## config.mk

```make
export PLATFORM = sky130hd
export DESIGN_NAME = write_check_sequencer_flat
export DESIGN_NICKNAME = d
export VERILOG_FILES = /design/src/rtl/write_check_sequencer_pkg.sv /design/src/rtl/write_check_sequencer_if.sv /design/src/rtl/write_check_sequencer_stall_timer.sv /design/src/rtl/write_check_sequencer.sv /design/src/flat_wrapper.sv
export SDC_FILE = /design/constraint.sdc
export NUM_CORES = 1
export LEC_CHECK = 0
export ABC_AREA = 1
export BUFFER_PORTS_ARGS = -buffer_cell sky130_fd_sc_hd__buf_2
export CAP_MARGIN = 5
export CORE_AREA = 8 8 171 157
export CTS_BUF_LIST = sky130_fd_sc_hd__clkbuf_16
export DETAILED_ROUTE_END_ITERATION = 10
export DIE_AREA = 0 0 179 165
export PLACE_DENSITY = 0.71
export SLEW_MARGIN = 5
export SYNTH_ARGS = -nofsm -noshare
export SYNTH_HDL_FRONTEND = slang
export SYNTH_HIERARCHICAL = 1
export SYNTH_SLANG_ARGS = --single-unit
```

## constraint.sdc

```tcl
create_clock -name clk -period 2.4 [get_ports clk]
set_input_delay 0 -clock clk [delete_from_list [all_inputs] [get_ports clk]]
set_output_delay 0 -clock clk [all_outputs]
set_load 0.1 [all_outputs]
```

## src/rtl/write_check_sequencer_pkg.sv

```systemverilog
// Shared types and defaults for the write-path check sequencer.
package write_check_sequencer_pkg;

  localparam int DEF_DATA_WIDTH  = 64;
  localparam int DEF_COUNT_WIDTH = 32;
  localparam int DEF_STALL_LIMIT = 1048576;

  typedef enum logic [2:0] {
    ST_IDLE  = 3'd0,
    ST_CLEAR = 3'd1,
    ST_RUN   = 3'd2,
    ST_DRAIN = 3'd3,
    ST_DONE  = 3'd4
  } state_t;

endpackage

```

## src/rtl/write_check_sequencer_if.sv

```systemverilog
// FIFO-side and checker-side signals of the sequencer; master is the sequencer.
interface write_check_sequencer_if
  import write_check_sequencer_pkg::*;
#(
  parameter int DATA_WIDTH = DEF_DATA_WIDTH
);

  logic                  fifo_empty;
  logic [DATA_WIDTH-1:0] fifo_dout;
  logic                  fifo_rd_en;
  logic [DATA_WIDTH-1:0] data_to_check;
  logic                  check_for_errors;
  logic                  enable_pattern;
  logic                  reset_pattern;
  logic                  reset_err_counter;

  modport master (
    input  fifo_empty, fifo_dout,
    output fifo_rd_en, data_to_check, check_for_errors,
           enable_pattern, reset_pattern, reset_err_counter
  );

  modport slave (
    output fifo_empty, fifo_dout,
    input  fifo_rd_en, data_to_check, check_for_errors,
           enable_pattern, reset_pattern, reset_err_counter
  );

endinterface

```

## src/rtl/write_check_sequencer_stall_timer.sv

```systemverilog
// Counts consecutive enabled cycles; raises a sticky flag on the STALL_LIMIT-th one.
module write_check_sequencer_stall_timer
  import write_check_sequencer_pkg::*;
#(
  parameter int STALL_LIMIT = DEF_STALL_LIMIT
) (
  input  logic clk,
  input  logic reset_n,
  input  logic count_en,
  input  logic clear,
  output logic stall_flag
);

  generate
    if (STALL_LIMIT == 0) begin : g_off
      assign stall_flag = 1'b0;
    end else begin : g_on
      localparam int CW = (STALL_LIMIT > 1) ? $clog2(STALL_LIMIT) : 1;
      localparam logic [CW-1:0] LAST = CW'(STALL_LIMIT - 1);

      logic [CW-1:0] cnt_reg;
      logic          flag_reg;

      // Counter saturates at LAST so the flag stays meaningful on long stalls.
      always_ff @(posedge clk or negedge reset_n) begin
        if (!reset_n) begin
          cnt_reg  <= '0;
          flag_reg <= 1'b0;
        end else begin
          if (clear || !count_en)
            cnt_reg <= '0;
          else if (cnt_reg != LAST)
            cnt_reg <= cnt_reg + 1'b1;

          if (clear)
            flag_reg <= 1'b0;
          else if (count_en && cnt_reg == LAST)
            flag_reg <= 1'b1;
        end
      end

      assign stall_flag = flag_reg;
    end
  endgenerate

endmodule

```

## src/rtl/write_check_sequencer.sv

```systemverilog
// Drains pipe-in FIFO words into the error checker with a fixed 2-cycle read-to-check latency.
module write_check_sequencer
  import write_check_sequencer_pkg::*;
#(
  parameter int DATA_WIDTH  = DEF_DATA_WIDTH,
  parameter int COUNT_WIDTH = DEF_COUNT_WIDTH,
  parameter int STALL_LIMIT = DEF_STALL_LIMIT
) (
  input  logic                   clk,
  input  logic                   reset_n,
  input  logic                   start,
  input  logic                   abort,
  input  logic [COUNT_WIDTH-1:0] transfer_len,
  output logic [COUNT_WIDTH-1:0] word_count,
  output logic                   busy,
  output logic                   done,
  output logic                   stall_timeout,
  write_check_sequencer_if.master bus
);

  state_t                 state_reg, state_next;
  logic [COUNT_WIDTH-1:0] len_q_reg;
  logic [COUNT_WIDTH-1:0] reads_issued_reg;
  logic [COUNT_WIDTH-1:0] word_count_reg;
  logic [DATA_WIDTH-1:0]  data_reg;
  logic                   rd_valid_reg;
  logic                   check_reg;
  logic                   rd_en;
  logic                   clear_pulse;
  logic                   reads_pending;
  logic                   start_accept;

  assign reads_pending = reads_issued_reg < len_q_reg;
  assign start_accept  = start && !abort &&
                         (state_reg == ST_IDLE || state_reg == ST_DONE);

  always_ff @(posedge clk or negedge reset_n) begin
    if (!reset_n)
      state_reg <= ST_IDLE;
    else
      state_reg <= state_next;
  end

  always_comb begin
    state_next  = state_reg;
    rd_en       = 1'b0;
    clear_pulse = 1'b0;
    busy        = 1'b0;
    done        = 1'b0;
    case (state_reg)
      ST_IDLE:  if (start) state_next = ST_CLEAR;
      ST_CLEAR: begin
        clear_pulse = 1'b1;
        busy        = 1'b1;
        state_next  = (len_q_reg == '0) ? ST_DONE : ST_RUN;
      end
      ST_RUN: begin
        busy  = 1'b1;
        rd_en = !bus.fifo_empty && reads_pending;
        if (reads_issued_reg == len_q_reg) state_next = ST_DRAIN;
      end
      ST_DRAIN: begin
        busy = 1'b1;
        if (word_count_reg == len_q_reg) state_next = ST_DONE;
      end
      ST_DONE: begin
        done = 1'b1;
        if (start) state_next = ST_CLEAR;
      end
      default:  state_next = ST_IDLE;
    endcase
    // Abort overrides everything, including a start in the same cycle.
    if (abort) begin
      state_next = ST_IDLE;
      rd_en      = 1'b0;
    end
  end

  // Counters are zeroed on the accepted start so they already read 0 during CLEAR.
  always_ff @(posedge clk or negedge reset_n) begin
    if (!reset_n) begin
      len_q_reg        <= '0;
      reads_issued_reg <= '0;
      word_count_reg   <= '0;
      data_reg         <= '0;
      rd_valid_reg     <= 1'b0;
      check_reg        <= 1'b0;
    end else begin
      if (start_accept) begin
        len_q_reg        <= transfer_len;
        reads_issued_reg <= '0;
      end else if (rd_en) begin
        reads_issued_reg <= reads_issued_reg + 1'b1;
      end

      if (abort || start_accept) begin
        rd_valid_reg <= 1'b0;
        check_reg    <= 1'b0;
        if (start_accept) word_count_reg <= '0;
      end else begin
        rd_valid_reg <= rd_en;
        check_reg    <= rd_valid_reg;
        if (rd_valid_reg) begin
          data_reg       <= bus.fifo_dout;
          word_count_reg <= word_count_reg + 1'b1;
        end
      end
    end
  end

  write_check_sequencer_stall_timer #(
    .STALL_LIMIT (STALL_LIMIT)
  ) u_stall_timer (
    .clk        (clk),
    .reset_n    (reset_n),
    .count_en   (state_reg == ST_RUN && bus.fifo_empty && reads_pending),
    .clear      (start_accept || abort),
    .stall_flag (stall_timeout)
  );

  assign bus.fifo_rd_en        = rd_en;
  assign bus.data_to_check     = data_reg;
  assign bus.check_for_errors  = check_reg;
  assign bus.enable_pattern    = check_reg;
  assign bus.reset_pattern     = clear_pulse;
  assign bus.reset_err_counter = clear_pulse;
  assign word_count            = word_count_reg;

endmodule

```

## src/flat_wrapper.sv

```systemverilog
// flat-port wrapper written by rule: the top's interface ports become plain ports
module write_check_sequencer_flat import write_check_sequencer_pkg::*;
#(
  parameter int DATA_WIDTH  = DEF_DATA_WIDTH,
  parameter int COUNT_WIDTH = DEF_COUNT_WIDTH,
  parameter int STALL_LIMIT = DEF_STALL_LIMIT
)
  (clk, reset_n, start, abort, transfer_len, word_count, busy, done, stall_timeout, bus_fifo_empty, bus_fifo_dout, bus_fifo_rd_en, bus_data_to_check, bus_check_for_errors, bus_enable_pattern, bus_reset_pattern, bus_reset_err_counter);
  write_check_sequencer_if #(.DATA_WIDTH(DATA_WIDTH)) bus_i ();
  input  logic clk;
  input  logic reset_n;
  input  logic start;
  input  logic abort;
  input  logic [COUNT_WIDTH-1:0] transfer_len;
  output logic [COUNT_WIDTH-1:0] word_count;
  output logic busy;
  output logic done;
  output logic stall_timeout;
  input wire logic [$bits(bus_i.fifo_empty)-1:0] bus_fifo_empty;
  input wire logic [$bits(bus_i.fifo_dout)-1:0] bus_fifo_dout;
  output wire logic [$bits(bus_i.fifo_rd_en)-1:0] bus_fifo_rd_en;
  output wire logic [$bits(bus_i.data_to_check)-1:0] bus_data_to_check;
  output wire logic [$bits(bus_i.check_for_errors)-1:0] bus_check_for_errors;
  output wire logic [$bits(bus_i.enable_pattern)-1:0] bus_enable_pattern;
  output wire logic [$bits(bus_i.reset_pattern)-1:0] bus_reset_pattern;
  output wire logic [$bits(bus_i.reset_err_counter)-1:0] bus_reset_err_counter;
  assign bus_i.fifo_empty = bus_fifo_empty;
  assign bus_i.fifo_dout = bus_fifo_dout;
  assign bus_fifo_rd_en = bus_i.fifo_rd_en;
  assign bus_data_to_check = bus_i.data_to_check;
  assign bus_check_for_errors = bus_i.check_for_errors;
  assign bus_enable_pattern = bus_i.enable_pattern;
  assign bus_reset_pattern = bus_i.reset_pattern;
  assign bus_reset_err_counter = bus_i.reset_err_counter;
  write_check_sequencer #(.DATA_WIDTH(DATA_WIDTH), .COUNT_WIDTH(COUNT_WIDTH), .STALL_LIMIT(STALL_LIMIT)) u_core (.clk(clk), .reset_n(reset_n), .start(start), .abort(abort), .transfer_len(transfer_len), .word_count(word_count), .busy(busy), .done(done), .stall_timeout(stall_timeout), .bus(bus_i));
endmodule
```

# Yosys cells after proc, flatten, opt, wreduce, memory -nomap -nowiden
# Index checks and enable logic that the tools add are counted.
[classes] add_sub_neg=3 mux=22 reduce_logical=23 n_eq_ne=12 n_shift=0 div=0 bitwise=1 order_cmp=1 n_mul=0
[ops] op="$mux 32" count=5
[ops] op="$add 32x1->32 const B" count=2
[ops] op="$eq 32x32->1" count=2
[ops] op="$mux 20" count=2
[ops] op="$logic_not 32->1" count=1
[ops] op="$lt 32x32->1" count=1
[ops] op="$add 20x1->20 const B" count=1
[ops] op="$eq 20x20->1 const B" count=1
[ops] op="$ne 20x20->1 const B" count=1
[ops] op="$mux 3" count=5
[ops] op="$pmux 3 s4" count=1
[ops] op="$mux 1" count=9
[ops] op="$reduce_bool 2->1" count=4
[ops] op="$eq 3x2->1 const B" count=2
[ops] op="$logic_and 1x1->1" count=6
[ops] op="$ne 3x2->1 const B" count=2
[ops] op="$reduce_and 2->1" count=2
[ops] op="$eq 3x1->1 const B" count=1
[ops] op="$eq 3x3->1 const B" count=1
[ops] op="$logic_not 1->1" count=3
[ops] op="$logic_not 3->1" count=1
[ops] op="$logic_or 1x1->1" count=3
[ops] op="$ne 3x1->1 const B" count=1
[ops] op="$reduce_and 3->1" count=1
[ops] op="other kinds (4)" count=4
[totals] latch_bits=0 output_inout_bits=104 in_bits=101 romBits=0 memories=0 ff_bits=186 ram_bits=0

# Logic depth before layout (Yosys ltp)
[depth] ltp_word=6 depth_mapped=20

# Modules after synthesis
# The synthesis kept the hierarchy.
[by_module_without_submodules] mod="write_check_sequencer" seq_area_each_um2=4129.0 area_each_um2=9295.2 cells_per_inst=1255 n_inst=1
[by_module_without_submodules] mod="write_check_sequencer_stall_timer" seq_area_each_um2=525.5 area_each_um2=1260.0 cells_per_inst=176 n_inst=1

# Worst setup path after synthesis
# Ideal clock, no wire load.
[synth_timing] path_type="register -> register" startpoint="register u_core.state_reg[2]" endpoint="register u_core.state_reg[1]" period_less_slack_ns=2.476 t_required_ns=2.324 path_stages_with_launch=8 slack_ns=-0.076 arrival_time_ns=2.400 setup_time_ns=0.076 path_cell_list="dfrtp_1 nor2_1 inv_1 nor2_1 o21ai_0 nand2_1 nand2_1 o21ai_1"
[synth_between] elab_chain_cells=4 elab_cells_between_ends=12 classes_between="eq/ne (7); mux (2); reduce/logical (3)"
[synth_lines] element="start, declared" line_no="write_check_sequencer.sv:21" source="state_t state_reg, state_next;"
[synth_lines] element="start signal, assigned" line_no="write_check_sequencer.sv:41" source="state_reg <= state_next;"
[synth_lines] element="$eq 3x3->1 / $logic_not 3->1 (equally long branches)" line_no="write_check_sequencer.sv:50" source="case (state_reg)"
[synth_lines] element="$reduce_or 2->1 (no line)"
[synth_lines] element="$pmux 3 s4 / $ne 3x1->1 (equally long branches)"
[synth_lines] element="$mux 3 / $reduce_and 3->1 (equally long branches)"
# Parallel ways exist; a longest one is shown, timed or not.
# A chain may end at the register's enable or synchronous reset.

# Worst setup path in the final report
[layout_timing] startpoint="register u_core.reads_issued_reg[7]" endpoint="output bus_fifo_rd_en"
[layout_between] elab_chain_cells=4
[layout_lines] element="start, declared" line_no="write_check_sequencer.sv:23" source="logic [COUNT_WIDTH-1:0] reads_issued_reg;"
[layout_lines] element="start signal, assigned" line_no="write_check_sequencer.sv:93" source="reads_issued_reg <= reads_issued_reg + 1'b1;"
[layout_lines] element="$lt 32x32->1" line_no="write_check_sequencer.sv:33" source="assign reads_pending = reads_issued_reg < len_q_reg;"
[layout_lines] element="$logic_and 1x1->1" line_no="write_check_sequencer.sv:59" source="rd_en = !bus.fifo_empty && reads_pending;"
[layout_lines] element="$mux 1" line_no="write_check_sequencer.sv:50"
[layout_lines] element="$mux 1" line_no="write_check_sequencer.sv:73" source="if (abort) begin"
[layout_lines] element="end, declared" line_no="flat_wrapper.sv:21" source="output wire logic [$bits(bus_i.fifo_rd_en)-1:0] bus_fifo_rd_en;"
# Every way passes these cells.

==> results.yml <==
synth:
  synthDistinctLibCells: 43
  synth-seq-cells: 186
  synth.avg_cell_area_um2: 7.38
  synth_area_um2: 10600
  ys_seq_area_share_pct: 44.1
  syn_inst: 1431
  yosys_warnings: 6
  syn_nets: 1567
cts:
  cts.sinks: 186
  numCtsBuffers: 17
  clock_latency_ns: 0.44
  clk_path_buf_depth: 2
  clk_pin_slew_worst_paths_ns: 0.08
  cts_htree_levels: 4
  root_buffer: "clkbuf_16"
  cts_tree: "built"
placed_design:
  port_buffers: 204
  hpwl_um: 24400
  placed_area_um2: 12400
  gp_congestion: 0.921
power:
  irDropWorstVdd_mv: 1.38
  power.leakage_nw: 7.39
  p_per_area_nw_per_um2: 1040
  report.power.total_mw: 14.7
detailed_routing:
  dr.pass1.iters: 5
  routedWlPerCell_um: 16.3
  first_iter_violations: 1029
  num_vias: 10844
  ant_nets: 0
  vias_per_cell: 5.14
  routed_wl_um: 34400
  drc: 0
timing:
  final_hold_viol_count: 0
  whs_ns: 0.0383
  tns_ns: 0
  setup_viol: 0
  slew_viol_final: 0
  period_needed_ns: 2.31
  rsz0062_at_grt: "true"
  max_slew_margin_pct: 60.0
  clock_skew_ns: 0.0132
  fmaxAchievable_ghz: 0.434
  tightest_slew_ns: 0.598
  period_share_pct: 96.1
final_layout:
  fin_nets: 1924
  antenna_cells: 0
  drive_above_1_share_pct: 21.3
  fin_area_um2: 14200
  synthToLayoutAreaGrowth_pct: 34.2
  n_fill_cell: 2025
  largest_reg_flops: 64
worst_setup_path:
  crit_path_end_kind: "primary output"
  path_class: "register to primary output"
  crit_required_ns: 2.40
  critical_path.cell_chain: "ha_1 -> nand2_1 -> nor2_1 -> nand2_1 -> nand2_1 -> nand2_1 -> nand2_2 -> nand2_2 -> nand3_2 -> inv_4 -> buf_12 -> buf_16"
  path_max_fanout: 11
  cp.arrival_ns: 2.31
  crit_path_max_incr_delay_ns: 0.42
  cpMostUsedCell: "nand2_1"
  critPathSlowestCell: "dfrtp_1"
  critPathLaunchType: "register"
floorplanning:
  rows: 54
  die_h_um: 165
  io_pins: 205
  core_area_um2: 23900
  die_area_um2: 29500
  initial_core_util_pct: 44.3
  die_w_um: 179
flow_run:
  maxCapViolations: 0
grt:
  antenna_found_initial: 0
  grt_usage_pct: 22.9
  grt_pass1_wl_um: 54100
  grt_pass1_vias: 10542
  grt_max_degree: 66
  overflow: 0
hold_path:
  min_path_type: "input pin to register"
run_status:
  status: "complete, no violations"
[report_power, final]
part / switching [mW] / internal [mW]
combinational: 5.76 / 1.55
clock: 1.51 / 1.55
sequential: 0.459 / 3.89
total: 7.72 / 6.99
[placed cells by master (no fill, tap or decap), types with 7 or more instances in the layout]
cell type,count
inv_2,18
clkinv_8,7
dfrtp_1,186
inv_1,115
a21oi_1,37
nand2_1,561
ha_1,34
o21ai_1,16
clkbuf_16,18
xnor2_1,32
o21ai_0,40
nor3_1,20
nor3_2,7
nor2_2,9
buf_4,72
buf_2,202
xor2_1,21
nor2_1,110
clkinv_1,12
nand4_1,41
nand3_1,73
nand2_2,7
dlygate4sd3_1,99
[cells in the mapped netlist (all sizes together)]
master	n	area (µm²)
nor3	28	186
nand4	41	257
a21oi	41	205
ha	35	438
o21ai	58	298
o21bai	5	37.5
a21boi	2	15.0
a31o	2	17.5
xor2	21	184
o31ai	3	22.5
buf	29	160
nand2	569	2160
o21a	2	15.0
dfrtp	186	4650
nand3	79	425
a2bb2oi	1	8.76
a41oi	1	8.76
o22ai	1	6.26
nor2	124	513
xnor2	32	280
a21o	1	7.51
clkinv	12	45.0
inv	134	503
or2	5	31.3
clkbuf	17	65.1
nand3b	1	7.51
nor3b	1	7.51
[what timing repair did]
item / in CTS / in global routing
buffers inserted: 1 / 8
setup endpoints to repair: 12 / 21
gates resized for setup: 3 / 14
hold buffers: 99 / 0
pin swaps: 0 / 0
endpoints found under the hold margin: 262 / 0
cloned: 0 / 1
[path summary, 6_finish.rpt]
kind / endpoint / depth (start not counted) / slack [ns] / startpoint
min reg2reg: u_core/bus.data_to_check[12] / 2 / 0.47 / u_core/bus.data_to_check[12]
max: bus_fifo_rd_en / 12 / 0.09 / u_core/reads_issued_reg[7]
max reg2reg: u_core/u_stall_timer/g_on.cnt_reg[1] / 14 / 0.11 / u_core/len_q_reg[11]
min: u_core/state_reg[0] / 5 / 0.04 / start
min in group asynchronous: u_core/bus.data_to_check[18] / 2 / 0.07 / reset_n
max in group asynchronous: u_core/len_q_reg[15] / 3 / 1.52 / reset_n
[per-stage QoR]
stage / setup slack [ns] / cells / utilization [%]
6_report: 0.0942 / 2109 / 59.4
5_1_grt: -0.0698 / 2109 / 59.4
4_1_cts: 0.00843 / 2100 / 58.8
3_5_place_dp: -0.0446 / 1968 / 51.8
3_3_place_gp: 0.114 / 1968 / 51.8
2_1_floorplan: 0.0202 / 1431 / -
[area by class of cell]
type / count / area, µm² / share of cell area [%]
tap: 308 / 385 / 2.72
multi-input combinational: 1053 / 5180 / 36.5
sequential: 186 / 4650 / 32.9
clock inverter: 15 / 231 / 1.63
inverter: 146 / 551 / 3.89
clock buffer: 17 / 425 / 3.00
timing repair buffer: 384 / 2740 / 19.4
[routing by layer]
layer	global-route usage [%]	vias to the layer above	wire length, µm
met5	0	-	0
met4	6.35	0	614
met3	5.42	55	3400
met2	37.9	513	15800
met1	29.6	5039	14600
li1	-	5237	-
[cell families (layout without fill, tap and decap cells)]
kind of cell	count (synthesis)	after routing	share of synthesized area, %
adders and majority gates	35	35	4.15
AOI/OAI and AO/OA	117	117	6.08
buffers and inverters	192	562	7.33
DFF	186	186	44.1
and+or+nand+nor	848	848	34.0
xor gates and xnor gates	53	53	4.40
[worst max-delay path: cells and delay by family (launching register included)]
family	cells	cell delay [ns]
AND/OR/NAND/NOR	8	0.75
buffers and inverters	3	0.37
adder cells (fa/ha/maj)	1	0.32
flip-flops	1	0.42
Power figures use the tool's default switching activity.
